### src/rtl/wd_config_regfile_if.sv
// Host-side bus for the watchdog configuration register file: write, key and readback signals.
interface wd_config_regfile_if #(
    parameter int unsigned CH_AW = 1,
    parameter int unsigned DW    = 8
);
    logic              WREN;
    logic [CH_AW+1:0]  ABUS;
    logic [DW-1:0]     DBUS;
    logic              KEY_WREN;
    logic              RDEN;
    logic [CH_AW+1:0]  RADDR;
    logic [DW-1:0]     RDATA;
    logic              RVALID;

    modport master (
        output WREN, ABUS, DBUS, KEY_WREN, RDEN, RADDR,
        input  RDATA, RVALID
    );

    modport slave (
        input  WREN, ABUS, DBUS, KEY_WREN, RDEN, RADDR,
        output RDATA, RVALID
    );
endinterface

### src/rtl/wd_config_regfile.sv
// Per-channel watchdog configuration registers behind a two-key unlock FSM with auto-relock.
// Optional registered readback path is built only when CFG_READBACK_EN is defined.
module wd_config_regfile #(
    parameter int unsigned CH_AW     = 1,
    parameter int unsigned DW        = 8,
    parameter int unsigned UNLOCK_TO = 16
) (
    input  logic                          CLK,
    input  logic                          RST,
    wd_config_regfile_if.slave            bus,
    output logic [(2**CH_AW)*DW-1:0]      FWLEN,
    output logic [(2**CH_AW)*DW-1:0]      SWLEN,
    output logic [(2**CH_AW)*DW-1:0]      RST_LMT,
    output logic [(2**CH_AW)-1:0]         INIT,
    output logic [(2**CH_AW)-1:0]         WDSRVC,
    output logic [(2**CH_AW)*3-1:0]       FLSTAT,
    output logic                          LOCKED,
    output logic                          WERR
);
    localparam int unsigned NUM_CH = 2**CH_AW;
    localparam int unsigned CW     = (UNLOCK_TO > 1) ? $clog2(UNLOCK_TO) : 1;

    localparam logic [1:0] REG_FWLEN   = 2'b00;
    localparam logic [1:0] REG_SWLEN   = 2'b01;
    localparam logic [1:0] REG_SERVICE = 2'b10;
    localparam logic [1:0] REG_RSTLMT  = 2'b11;

    localparam logic [7:0] KEY_ARM    = 8'hA5;
    localparam logic [7:0] KEY_UNLOCK = 8'h5A;

    typedef enum logic [1:0] {
        ST_LOCKED,
        ST_ARMED,
        ST_UNLOCKED
    } state_t;

    state_t          state;
    logic [CW-1:0]   cnt;
    logic            locked_q;
    logic            werr_q;
    logic [DW-1:0]   fwlen_q  [NUM_CH];
    logic [DW-1:0]   swlen_q  [NUM_CH];
    logic [DW-1:0]   rstlmt_q [NUM_CH];
    logic [DW-1:0]   svc_q    [NUM_CH];

    logic [CH_AW-1:0] wch;
    logic [1:0]       wreg;
    logic [7:0]       key;

    assign wch  = bus.ABUS[CH_AW+1:2];
    assign wreg = bus.ABUS[1:0];
    assign key  = bus.DBUS[7:0];

    // Register writes are judged against the pre-edge state; the lock FSM advances in the same edge.
    always_ff @(posedge CLK) begin
        if (RST) begin
            state    <= ST_LOCKED;
            cnt      <= '0;
            locked_q <= 1'b1;
            werr_q   <= 1'b0;
            for (int c = 0; c < NUM_CH; c++) begin
                fwlen_q[c]  <= '0;
                swlen_q[c]  <= '0;
                rstlmt_q[c] <= '0;
                svc_q[c]    <= '0;
            end
        end else begin
            if (bus.WREN) begin
                if (wreg == REG_SERVICE) begin
                    svc_q[wch] <= svc_q[wch] | bus.DBUS;
                end else if (state == ST_UNLOCKED) begin
                    case (wreg)
                        REG_FWLEN:  fwlen_q[wch]  <= bus.DBUS;
                        REG_SWLEN:  swlen_q[wch]  <= bus.DBUS;
                        REG_RSTLMT: rstlmt_q[wch] <= bus.DBUS;
                        default:    ;
                    endcase
                end else begin
                    werr_q <= 1'b1;
                end
            end

            case (state)
                ST_LOCKED: begin
                    if (bus.KEY_WREN && key == KEY_ARM) begin
                        state <= ST_ARMED;
                    end
                end
                ST_ARMED: begin
                    if (bus.KEY_WREN) begin
                        if (key == KEY_UNLOCK) begin
                            state    <= ST_UNLOCKED;
                            cnt      <= CW'(UNLOCK_TO - 1);
                            locked_q <= 1'b0;
                        end else begin
                            state <= ST_LOCKED;
                        end
                    end
                end
                ST_UNLOCKED: begin
                    if (bus.KEY_WREN || cnt == '0) begin
                        state    <= ST_LOCKED;
                        locked_q <= 1'b1;
                    end else begin
                        cnt <= cnt - CW'(1);
                    end
                end
                default: begin
                    state    <= ST_LOCKED;
                    locked_q <= 1'b1;
                end
            endcase
        end
    end

    assign LOCKED = locked_q;
    assign WERR   = werr_q;

    for (genvar c = 0; c < NUM_CH; c++) begin : g_out
        assign FWLEN[c*DW +: DW]   = fwlen_q[c];
        assign SWLEN[c*DW +: DW]   = swlen_q[c];
        assign RST_LMT[c*DW +: DW] = rstlmt_q[c];
        assign INIT[c]             = svc_q[c][4];
        assign WDSRVC[c]           = svc_q[c][3];
        assign FLSTAT[c*3 +: 3]    = svc_q[c][2:0];
`ifndef CFG_READBACK_EN
        // Upper SERVICE bits are only observable through readback.
        logic unused_svc_hi;
        assign unused_svc_hi = ^svc_q[c][DW-1:5];
`endif
    end

`ifdef CFG_READBACK_EN
    logic [DW-1:0]    rdata_q;
    logic             rvalid_q;
    logic [CH_AW-1:0] rch;

    assign rch = bus.RADDR[CH_AW+1:2];

    // Read mux samples pre-write register values, so a same-cycle write is not visible yet.
    always_ff @(posedge CLK) begin
        if (RST) begin
            rdata_q  <= '0;
            rvalid_q <= 1'b0;
        end else begin
            rvalid_q <= bus.RDEN;
            if (bus.RDEN) begin
                case (bus.RADDR[1:0])
                    REG_FWLEN:   rdata_q <= fwlen_q[rch];
                    REG_SWLEN:   rdata_q <= swlen_q[rch];
                    REG_SERVICE: rdata_q <= svc_q[rch];
                    default:     rdata_q <= rstlmt_q[rch];
                endcase
            end
        end
    end

    assign bus.RDATA  = rdata_q;
    assign bus.RVALID = rvalid_q;
`else
    logic unused_rd;
    assign unused_rd  = ^{bus.RDEN, bus.RADDR};
    assign bus.RDATA  = '0;
    assign bus.RVALID = 1'b0;
`endif

endmodule

### src/flat_wrapper.sv
// flat-port wrapper written by rule: the top's interface ports become plain ports
module wd_config_regfile_flat 
#(
    parameter int unsigned CH_AW     = 1,
    parameter int unsigned DW        = 8,
    parameter int unsigned UNLOCK_TO = 16
)
  (CLK, RST, FWLEN, SWLEN, RST_LMT, INIT, WDSRVC, FLSTAT, LOCKED, WERR, bus_WREN, bus_ABUS, bus_DBUS, bus_KEY_WREN, bus_RDEN, bus_RADDR, bus_RDATA, bus_RVALID);
  wd_config_regfile_if #(.CH_AW(CH_AW), .DW(DW)) bus_i ();
  input  logic CLK;
  input  logic RST;
  output logic [(2**CH_AW)*DW-1:0] FWLEN;
  output logic [(2**CH_AW)*DW-1:0] SWLEN;
  output logic [(2**CH_AW)*DW-1:0] RST_LMT;
  output logic [(2**CH_AW)-1:0] INIT;
  output logic [(2**CH_AW)-1:0] WDSRVC;
  output logic [(2**CH_AW)*3-1:0] FLSTAT;
  output logic LOCKED;
  output logic WERR;
  input wire logic [$bits(bus_i.WREN)-1:0] bus_WREN;
  input wire logic [$bits(bus_i.ABUS)-1:0] bus_ABUS;
  input wire logic [$bits(bus_i.DBUS)-1:0] bus_DBUS;
  input wire logic [$bits(bus_i.KEY_WREN)-1:0] bus_KEY_WREN;
  input wire logic [$bits(bus_i.RDEN)-1:0] bus_RDEN;
  input wire logic [$bits(bus_i.RADDR)-1:0] bus_RADDR;
  output wire logic [$bits(bus_i.RDATA)-1:0] bus_RDATA;
  output wire logic [$bits(bus_i.RVALID)-1:0] bus_RVALID;
  assign bus_i.WREN = bus_WREN;
  assign bus_i.ABUS = bus_ABUS;
  assign bus_i.DBUS = bus_DBUS;
  assign bus_i.KEY_WREN = bus_KEY_WREN;
  assign bus_i.RDEN = bus_RDEN;
  assign bus_i.RADDR = bus_RADDR;
  assign bus_RDATA = bus_i.RDATA;
  assign bus_RVALID = bus_i.RVALID;
  wd_config_regfile #(.CH_AW(CH_AW), .DW(DW), .UNLOCK_TO(UNLOCK_TO)) u_core (.CLK(CLK), .RST(RST), .bus(bus_i), .FWLEN(FWLEN), .SWLEN(SWLEN), .RST_LMT(RST_LMT), .INIT(INIT), .WDSRVC(WDSRVC), .FLSTAT(FLSTAT), .LOCKED(LOCKED), .WERR(WERR));
endmodule
### config.mk
export PLATFORM = sky130hd
export DESIGN_NAME = wd_config_regfile_flat
export DESIGN_NICKNAME = d
export VERILOG_FILES = /design/src/rtl/wd_config_regfile_if.sv /design/src/rtl/wd_config_regfile.sv /design/src/flat_wrapper.sv
export SDC_FILE = /design/constraint.sdc
export NUM_CORES = 1
export LEC_CHECK = 0
export CAP_MARGIN = 0
export CORE_AREA = 5 5 78 80
export CTS_CLUSTER_SIZE = 25
export DETAILED_ROUTE_END_ITERATION = 6
export DIE_AREA = 0 0 83 85
export DONT_BUFFER_PORTS = 1
export PLACE_DENSITY = 0.8
export SYNTH_ARGS = -nofsm -noshare
export SYNTH_HDL_FRONTEND = slang
export SYNTH_SLANG_ARGS = --single-unit
### constraint.sdc
create_clock -name CLK -period 3.9 [get_ports CLK]
set_clock_uncertainty 0.2 [all_clocks]
set_input_delay 0.78 -clock CLK [delete_from_list [all_inputs] [get_ports CLK]]
set_output_delay 0.78 -clock CLK [all_outputs]
set_load 0.01 [all_outputs]
Yosys cells after proc, flatten, opt, wreduce, memory -nomap -nowiden

Memory sizes are Yosys's and may differ from the RTL's.
Cells that the tools add are included.

Bits in registers: 8
Bits in latches: 0
Bits in writable memories: 64
Memory bits (read-only): 0
Input port bits: 19
Output and inout bits: 69
Memories kept: 4

Add/sub/neg operators: 1
$mul: 0
Div/mod/pow operators: 0
Magnitude comparators: 0
Equality and inequality tests: 12
Shift operators: 0
Mux-type cells: 49
Bitwise operators: 4
Reductions and logical operators: 14

Memories:

| name            | depth | bits a word | read ports | clocked after memory_dff | write ports | RTL line                | source |
|---|---|---|---|---|---|---|---|
| u_core.fwlen_q  | 2     | 8           | 2          | 0                        | 2           | wd_config_regfile.sv:41 | `logic [DW-1:0] fwlen_q [NUM_CH];` |
| u_core.rstlmt_q | 2     | 8           | 2          | 0                        | 2           | wd_config_regfile.sv:43 | `logic [DW-1:0] rstlmt_q [NUM_CH];` |
| u_core.svc_q    | 2     | 8           | 3          | 0                        | 2           | wd_config_regfile.sv:44 | `logic [DW-1:0] svc_q [NUM_CH];` |
| u_core.swlen_q  | 2     | 8           | 2          | 0                        | 2           | wd_config_regfile.sv:42 | `logic [DW-1:0] swlen_q [NUM_CH];` |

Operators by type and width:

| cell                | count |
|---|---|
| $mux 1              | 35 |
| $mux 8              | 4 |
| $reduce_or 8->1     | 4 |
| $mux 4              | 3 |
| $eq 8x7->1 const B  | 1 |
| $eq 8x8->1 const B  | 1 |
| $mux 2              | 4 |
| $or 8x8->8          | 1 |
| $pmux 4 s2          | 1 |
| $reduce_and 4->1    | 2 |
| $eq 2x2->1 const B  | 3 |
| $ne 2x2->1 const B  | 3 |
| $pmux 2 s3          | 1 |
| $reduce_and 3->1    | 2 |
| $eq 2x1->1 const B  | 2 |
| $logic_not 2->1     | 2 |
| $logic_not 4->1     | 1 |
| $ne 2x1->1 const B  | 2 |
| $sub 4x1->4 const B | 1 |
| $not 1->1           | 3 |
| $pmux 1 s3          | 1 |
| $reduce_bool 2->1   | 1 |
| $logic_and 1x1->1   | 1 |
| $logic_or 1x1->1    | 1 |

Depth between registers and ports, before layout

Gate-level depths: netlist of run 1.

Depth in word-level cells: 9
Gate-level depth with buffers: 6
Depth with buffers taken out: 6

Worst setup path before layout of run 1

Ideal clock, no wire load.

Path type: input port to flip-flop
Start: input bus_ABUS[1]
End: memory u_core.rstlmt_q[0][0], enable pin
Arrival time: 1.822 ns
Setup slack: 1.568 ns
Stages: 4
Path through: clkbuf_1 > nand3b_1 > nor3_1 > or2_2

RTL lines:

| what               | RTL line                | source |
|---|---|---|
| start: declaration | flat_wrapper.sv:21      | `input wire logic [$bits(bus_i.ABUS)-1:0] bus_ABUS;` |
| end: declaration   | wd_config_regfile.sv:43 |  |

==> flow_metrics.py, run 1 <==
metrics = {
    "sta": {
        "timing.fmax_mhz": 453,
        "worst_slew_pin_slew_ns": 0.696,
        "period_share_pct": 56.6,
        "finalWorstSetupSlack_ns": 1.69,
        "relSlewSlack_pct": 53.2,
        "rsz0062_at_grt": "no",
        "finalSetupViolCount": 0,
        "drv_slew": 0,
        "setup_tns_ns": 0,
        "min_period_ns": 2.21,
        "hold_viol": 0,
    },
    "critical_path": {
        "cpMaxStageDelayCell": "nor4b_2",
        "path_cells": "and2b_2, nand3_1, nor4b_2, or2_2",
        "worstPathRequired_ns": 3.73,
        "critPathTopFamily": "simple AND/OR/NAND/NOR gates",
        "crit_type": "reg2reg",
        "reg2reg_slack_ns": 1.69,
        "cp.buffers_inverters": 0,
        "worst_path_largest_cell_delay_ns": 0.57,
        "arrival_ns": 2.04,
        "cp-start-kind": "register",
        "r2r-end": "u_core.swlen_q[1][4]",
        "critPathMaxFanout": 9,
        "r2r-start": "u_core.state[1]",
        "reg2reg_depth": 4,
        "endpoint_kind": "register",
    },
    "floorplan": {
        "core_area_mm2": 0.00534,
        "rows": 27,
        "die_h_um": 85,
        "ios": 88,
        "die_area_mm2": 0.00706,
        "initial_core_util_pct": 52.7,
        "die_x_um": 83,
    },
    "placed_design": {
        "placed_area_mm2": 0.00285,
        "gp_routability_congestion": 0.691,
        "pre_cts_ws_ns": 1.54,
        "io_buffers": 0,
        "dp.final_hpwl_um": 3900,
    },
    "global_route": {
        "grt_max_degree": 22,
        "grt_pass1_wl_um": 8400,
        "grtUsageMet3_pct": 7.38,
        "grt_overflow": 0,
        "met1_usage_pct": 19.0,
        "grt_pass1_vias": 1453,
        "antenna_found_initial": 0,
        "use_met2_pct": 24.3,
        "busiest_layer": "met2",
        "track_usage_pct": 15.7,
    },
    "clock_network": {
        "cts_tree": "yes",
        "cts.sinks": 66,
        "clkLatencyLatePin_ns": 0.33,
        "cts_buffer_depth": 2,
        "cts_buffers": 9,
        "cts_resized": 0,
        "cts_hold_buf": 0,
        "htree_num_levels": 3,
        "cts_root_buffer": "clkbuf_8",
        "cts_setup_buffers": 0,
        "clk_pin_slew_ns": 0.07,
    },
    "yosys": {
        "synthSimpleGateAreaFrac_pct": 21.9,
        "synth_top_area_share_pct": 61.9,
        "synth-seq-cells": 66,
        "syn_area_per_cell_um2": 13.5,
        "synth_xor_area_share_pct": 0,
        "yosysWarnings": 0,
        "muxShareOfSynthArea_pct": 0,
        "synth_cell_type_count": 36,
        "synth-edff-count": 58,
        "synth-main-ff-cell": "edfxtp_1",
        "yosys.area_share.adder_pct": 0.445,
        "yosysMostFrequentCell": "edfxtp_1",
        "ys_seq_area_share_pct": 67.6,
        "syn_inst": 209,
        "netlist_area_mm2": 0.00281,
        "synth_compound_area_share_pct": 5.74,
        "synth_area_leaders": "edfxtp_1 62%, and2_1 11%, dfxtp_1 5.7%",
        "synth_top_area_cell": "edfxtp_1",
        "synth_top_family_by_area": "simple AND/OR/NAND/NOR gates",
        "async_reset_ff_share_pct": 0,
        "netlist_top_cells_count": "58 x edfxtp_1, 48 x and2_1, 11 x nor2_1",
    },
    "power": {
        "powerDensity_mw_per_mm2": 442,
        "p_leak_nw": 1.07,
        "ir_drop_mv": 0.314,
    },
    "drt": {
        "wl_per_cell_um": 18.7,
        "drc": 0,
        "viasPerCell": 5.30,
        "num_vias": 1548,
        "routed_wl_um": 5460,
        "drt_iter0_drc": 62,
        "first_pass_iters": 4,
        "drtAntennaViolNets": 0,
    },
    "min_path": {
        "worstHoldStart": "u_core.cnt[3]",
        "worstHoldPathCells": 2,
        "min_path_type": "reg2reg",
        "min_to": "u_core.cnt[3]",
    },
    "layout": {
        "layout-area-overhead-vs-synth_pct": 7.34,
        "drive_above_1_share_pct": 13.6,
        "stdcell_area_mm2": 0.00302,
        "nets": 235,
        "diodes": 0,
    },
    "run_status": {
        "run_status": "finished clean",
    },
    "job": {
        "maxCapViolCount": 0,
    },
}
==> kinds of logic after synthesis <==
logic type	Yosys count
other	1
adders and majority gates	1
AOI/OAI and AO/OA	23
and+or+nand+nor	96
buffers and inverters	22
DFF	66
==> layout by cell type (no fill, tap or decap), types with 2 or more instances in the layout <==
master,n
inv_1,9
a311o_1,2
nor4bb_1,2
nand3_1,3
nor4_2,2
nor4b_2,2
clkinv_2,2
a21boi_0,5
nand2b_1,3
nand2_1,3
edfxtp_1,58
clkinvlp_4,3
and2_1,48
or2_2,7
dfxtp_1,8
nor3_1,6
nor2_1,11
conb_1,9
a21oi_1,9
clkbuf_8,9
==> sequential cells by signal, summed over array words and instances, names as in the netlist <==
register	flops
u_core.LOCKED	1
u_core.WERR	1
u_core.cnt	4
u_core.fwlen_q	16
u_core.rstlmt_q	16
u_core.state	2
u_core.svc_q	10
u_core.swlen_q	16
==> layer usage <==
layer  vias to the layer above  wire (µm)  share of wire (%)
li1                        742          -                  -
met1                       728       2320                 42
met2                        71       2590                 47
met3                         7        481                8.8
met4                         0         68                1.2
met5                         -          0                  0
==> power by group <==
part,internal [mW],switching [mW]
clock network,0.228,0.264
registers,0.789,0.0234
logic,0.0101,0.0197
==> worst register-to-register path, delay by kind of cell (launching register included) <==
kind             cells  cell delay, ns
and+or+nand+nor      4            1.25
DFF                  1            0.45
==> metrics by stage <==
| stage | std cells | power (mW) | utilization, % | hold WS (ns) |
|---|---|---|---|---|
| finish | 292 | 1.33 | 56.6 | 0.293 |
| global route | 292 | 1.38 | 56.6 | 0.293 |
| CTS | 292 | 1.34 | 56.6 | 0.287 |
| detailed placement | 276 | 0.860 | 53.4 | 0.276 |
| global placement | 276 | 0.857 | 53.4 | 0.264 |
| floorplan | 217 | 0.861 | - | 0.248 |
==> final cells by class <==
cell class                 count  area [µm²]
fill                         443        2320
sequential                    66        1900
multi-input combinational    129         825
clock buffer                   9         124
tap                           72        90.1
clock inverter                 7        45.0
inverter                       9        33.8
==> worst max-delay path by stage <==
stage / endpoint / cells past startpoint / startpoint
6_report: u_core.swlen_q[1][4] / 4 / u_core.state[1]
5_1_grt: u_core.rstlmt_q[0][6] / 4 / u_core.state[1]
4_1_cts: u_core.rstlmt_q[0][6] / 4 / u_core.state[1]
3_5_place_dp: u_core.rstlmt_q[0][1] / 3 / RST
3_3_place_gp: u_core.rstlmt_q[0][2] / 3 / RST
2_1_floorplan: u_core.rstlmt_q[0][0] / 4 / bus_ABUS[1]
Power figures use the tool's default switching activity.
==> run 2: changes to the inputs <==
Clock period 3.9 ns to 2.2 ns, I/O delays scaled along.
==> run 2 against run 1 <==
Via count up 2.5%. Largest power group unchanged. Maximum frequency up 9.7%. Sequential share of layout area down 1.5 points. Cell count up 2.1%. Worst setup slack worse by 1.5 ns. Critical path type unchanged. Worst hold slack worse by 0.24 ns. Design area up 2.4%.
==> flow_metrics.py, run 2 (same netlist as run 1, synthesis figures left out) <==
metrics = {
    "layout": {
        "reg_top3": "u_core.fwlen_q x16, u_core.rstlmt_q x16, u_core.swlen_q x16",
        "nets": 241,
        "seqCellArea_mm2": 0.00190,
        "diodes": 0,
        "final_common_cell": "edfxtp_1",
        "layout-area-overhead-vs-synth_pct": 9.96,
        "multi_input_area_um2": 827,
        "n_fill_cell": 445,
        "drive_above_1_share_pct": 15.9,
        "mostFrequentLayoutCells": "58 x edfxtp_1, 48 x and2_1, 10 x nor2_1",
    },
    "sta": {
        "drv_slew": 0,
        "min_period_ns": 2.01,
        "finalSetupViolCount": 0,
        "rsz0062_at_grt": "no",
        "finalWorstSetupSlack_ns": 0.187,
        "timing.fmax_mhz": 497,
        "hold_viol": 0,
        "setup_tns_ns": 0,
        "period_share_pct": 91.5,
    },
    "critical_path": {
        "critPathMaxFanout": 3,
        "crit_type": "reg2reg",
        "endpoint_kind": "register",
        "arrival_ns": 2.04,
        "cp.buffers_inverters": 1,
        "cpMaxStageDelayCell": "dfxtp_1",
        "worstPathRequired_ns": 2.22,
        "r2r-end": "u_core.LOCKED",
        "critPathTopFamily": "compound AO/OA/AOI/OAI gates",
        "reg2reg_depth": 6,
        "r2r-start": "u_core.cnt[0]",
        "crit_path_start": "u_core.cnt[0]",
        "worst_path_largest_cell_delay_ns": 0.35,
        "path_cells": "inv_1, ha_1, nor3b_1, or3_1, a211o_1, a221o_1",
        "cp-start-kind": "register",
        "reg2reg_slack_ns": 0.19,
    },
    "placed_design": {
        "io_buffers": 0,
        "dp.final_hpwl_um": 3900,
        "gp_routability_congestion": 0.701,
        "pre_cts_ws_ns": 0.180,
    },
    "clock_network": {
        "cts.sinks": 66,
        "clk_pin_slew_ns": 0.07,
        "cts_setup_buffers": 0,
        "htree_num_levels": 3,
        "cts_buffers": 9,
        "cts_root_buffer": "clkbuf_8",
        "cts_tree": "yes",
        "cts_buffer_depth": 2,
        "clkLatencyLatePin_ns": 0.33,
    },
    "min_path": {
        "min_path_type": "in2reg",
        "min_to": "u_core.cnt[0]",
        "worstHoldPathCells": 2,
        "worstHoldStart": "RST",
    },
    "floorplan": {
        "die_area_mm2": 0.00706,
        "rows": 27,
        "die_x_um": 83,
        "core_area_mm2": 0.00534,
        "initial_core_util_pct": 52.7,
        "ios": 88,
        "die_h_um": 85,
    },
    "drt": {
        "num_vias": 1587,
        "drt_iter0_drc": 58,
        "wl_per_cell_um": 18.6,
        "first_pass_iters": 4,
        "viasPerCell": 5.33,
        "drc": 0,
        "drtAntennaViolNets": 0,
        "routed_wl_um": 5530,
    },
    "job": {
        "maxCapViolCount": 0,
    },
    "global_route": {
        "antenna_found_initial": 0,
        "grt_pass1_vias": 1510,
        "track_usage_pct": 16.1,
        "grt_max_degree": 18,
        "grt_overflow": 0,
        "grt_pass1_wl_um": 8600,
    },
    "power": {
        "ir_drop_mv": 0.372,
        "powerDensity_mw_per_mm2": 800,
        "p_leak_nw": 1.12,
    },
    "run_status": {
        "run_status": "finished clean",
    },
}
run 2: changes by cell type in the layout (fill, tap and decap cells not counted):
cell / previous run / this run
nor2_2: 0 / 1
clkinv_4: 0 / 1
buf_4: 0 / 5
nor2_1: 11 / 10
clkinvlp_4: 3 / 1
dlygate4sd3_1: 0 / 1
bufinv_16: 0 / 1
run 2: layout make-up:
class                      instances  area share, %
sequential                        66           61.5
tap                               72           2.91
multi-input combinational        129           26.7
timing repair buffer               6           1.54
clock buffer                       9           4.00
inverter                           9           1.09
clock inverter                     7           2.22
run 2: power by group:
group	switching, mW	internal, mW	total [mW]	leakage (nW)
clock network	0.456	0.521	0.977	0.0970
registers	0.0413	1.40	1.44	0.664
logic	0.0364	0.0191	0.0555	0.358
total	0.534	1.94	2.47	1.12
run 2: worst reg2reg max path, stage by stage (launching register included):
cell and delay (ns):
dfxtp_1 0.35, inv_1 0.07, ha_1 0.22, nor3b_1 0.17
or3_1 0.35, a211o_1 0.27, a221o_1 0.28
run 2: per-stage QoR:
step	total power [mW]	std cells	cell area, µm²	utilization, %	hold slack, ns
final	2.47	298	3090	57.9	0.0555
after global routing	2.57	298	3090	57.9	0.0580
after CTS	2.50	298	3090	57.9	0.0354
after detailed placement	1.52	281	2890	54.1	0.269
after global placement	1.52	281	2890	54.1	0.265
after floorplan	1.53	217	2840	-	0.248
run 2: repair_timing:
action / in CTS / in global routing
endpoints found under the setup margin: 0 / 8
resized for setup: 0 / 1
hold endpoints to repair: 5 / 0
hold buffers: 1 / 0
run 2: worst max path at each step:
| stage | cells past startpoint | endpoint |
|---|---|---|
| global route | 6 | u_core.LOCKED |
| global placement | 4 | u_core.rstlmt_q[1][2] |
| detailed placement | 4 | u_core.rstlmt_q[1][4] |
| floorplan | 4 | u_core.rstlmt_q[0][0] |
| CTS | 4 | u_core.rstlmt_q[1][4] |
| finish | 6 | u_core.LOCKED |
run 2: layer usage:
metal | GRT usage, % | share of wire (%)
met5 | 0 | 0
met4 | 5.35 | 0.60
met3 | 7.48 | 7.7
met2 | 26.2 | 49
met1 | 19.1 | 42
==> run 3: changes to the inputs <==
Settings changed: CTS_CLUSTER_SIZE 25 to 30.
==> results of run 3 <==
The final DEF is identical to that of run 2; final timing and power are the same.
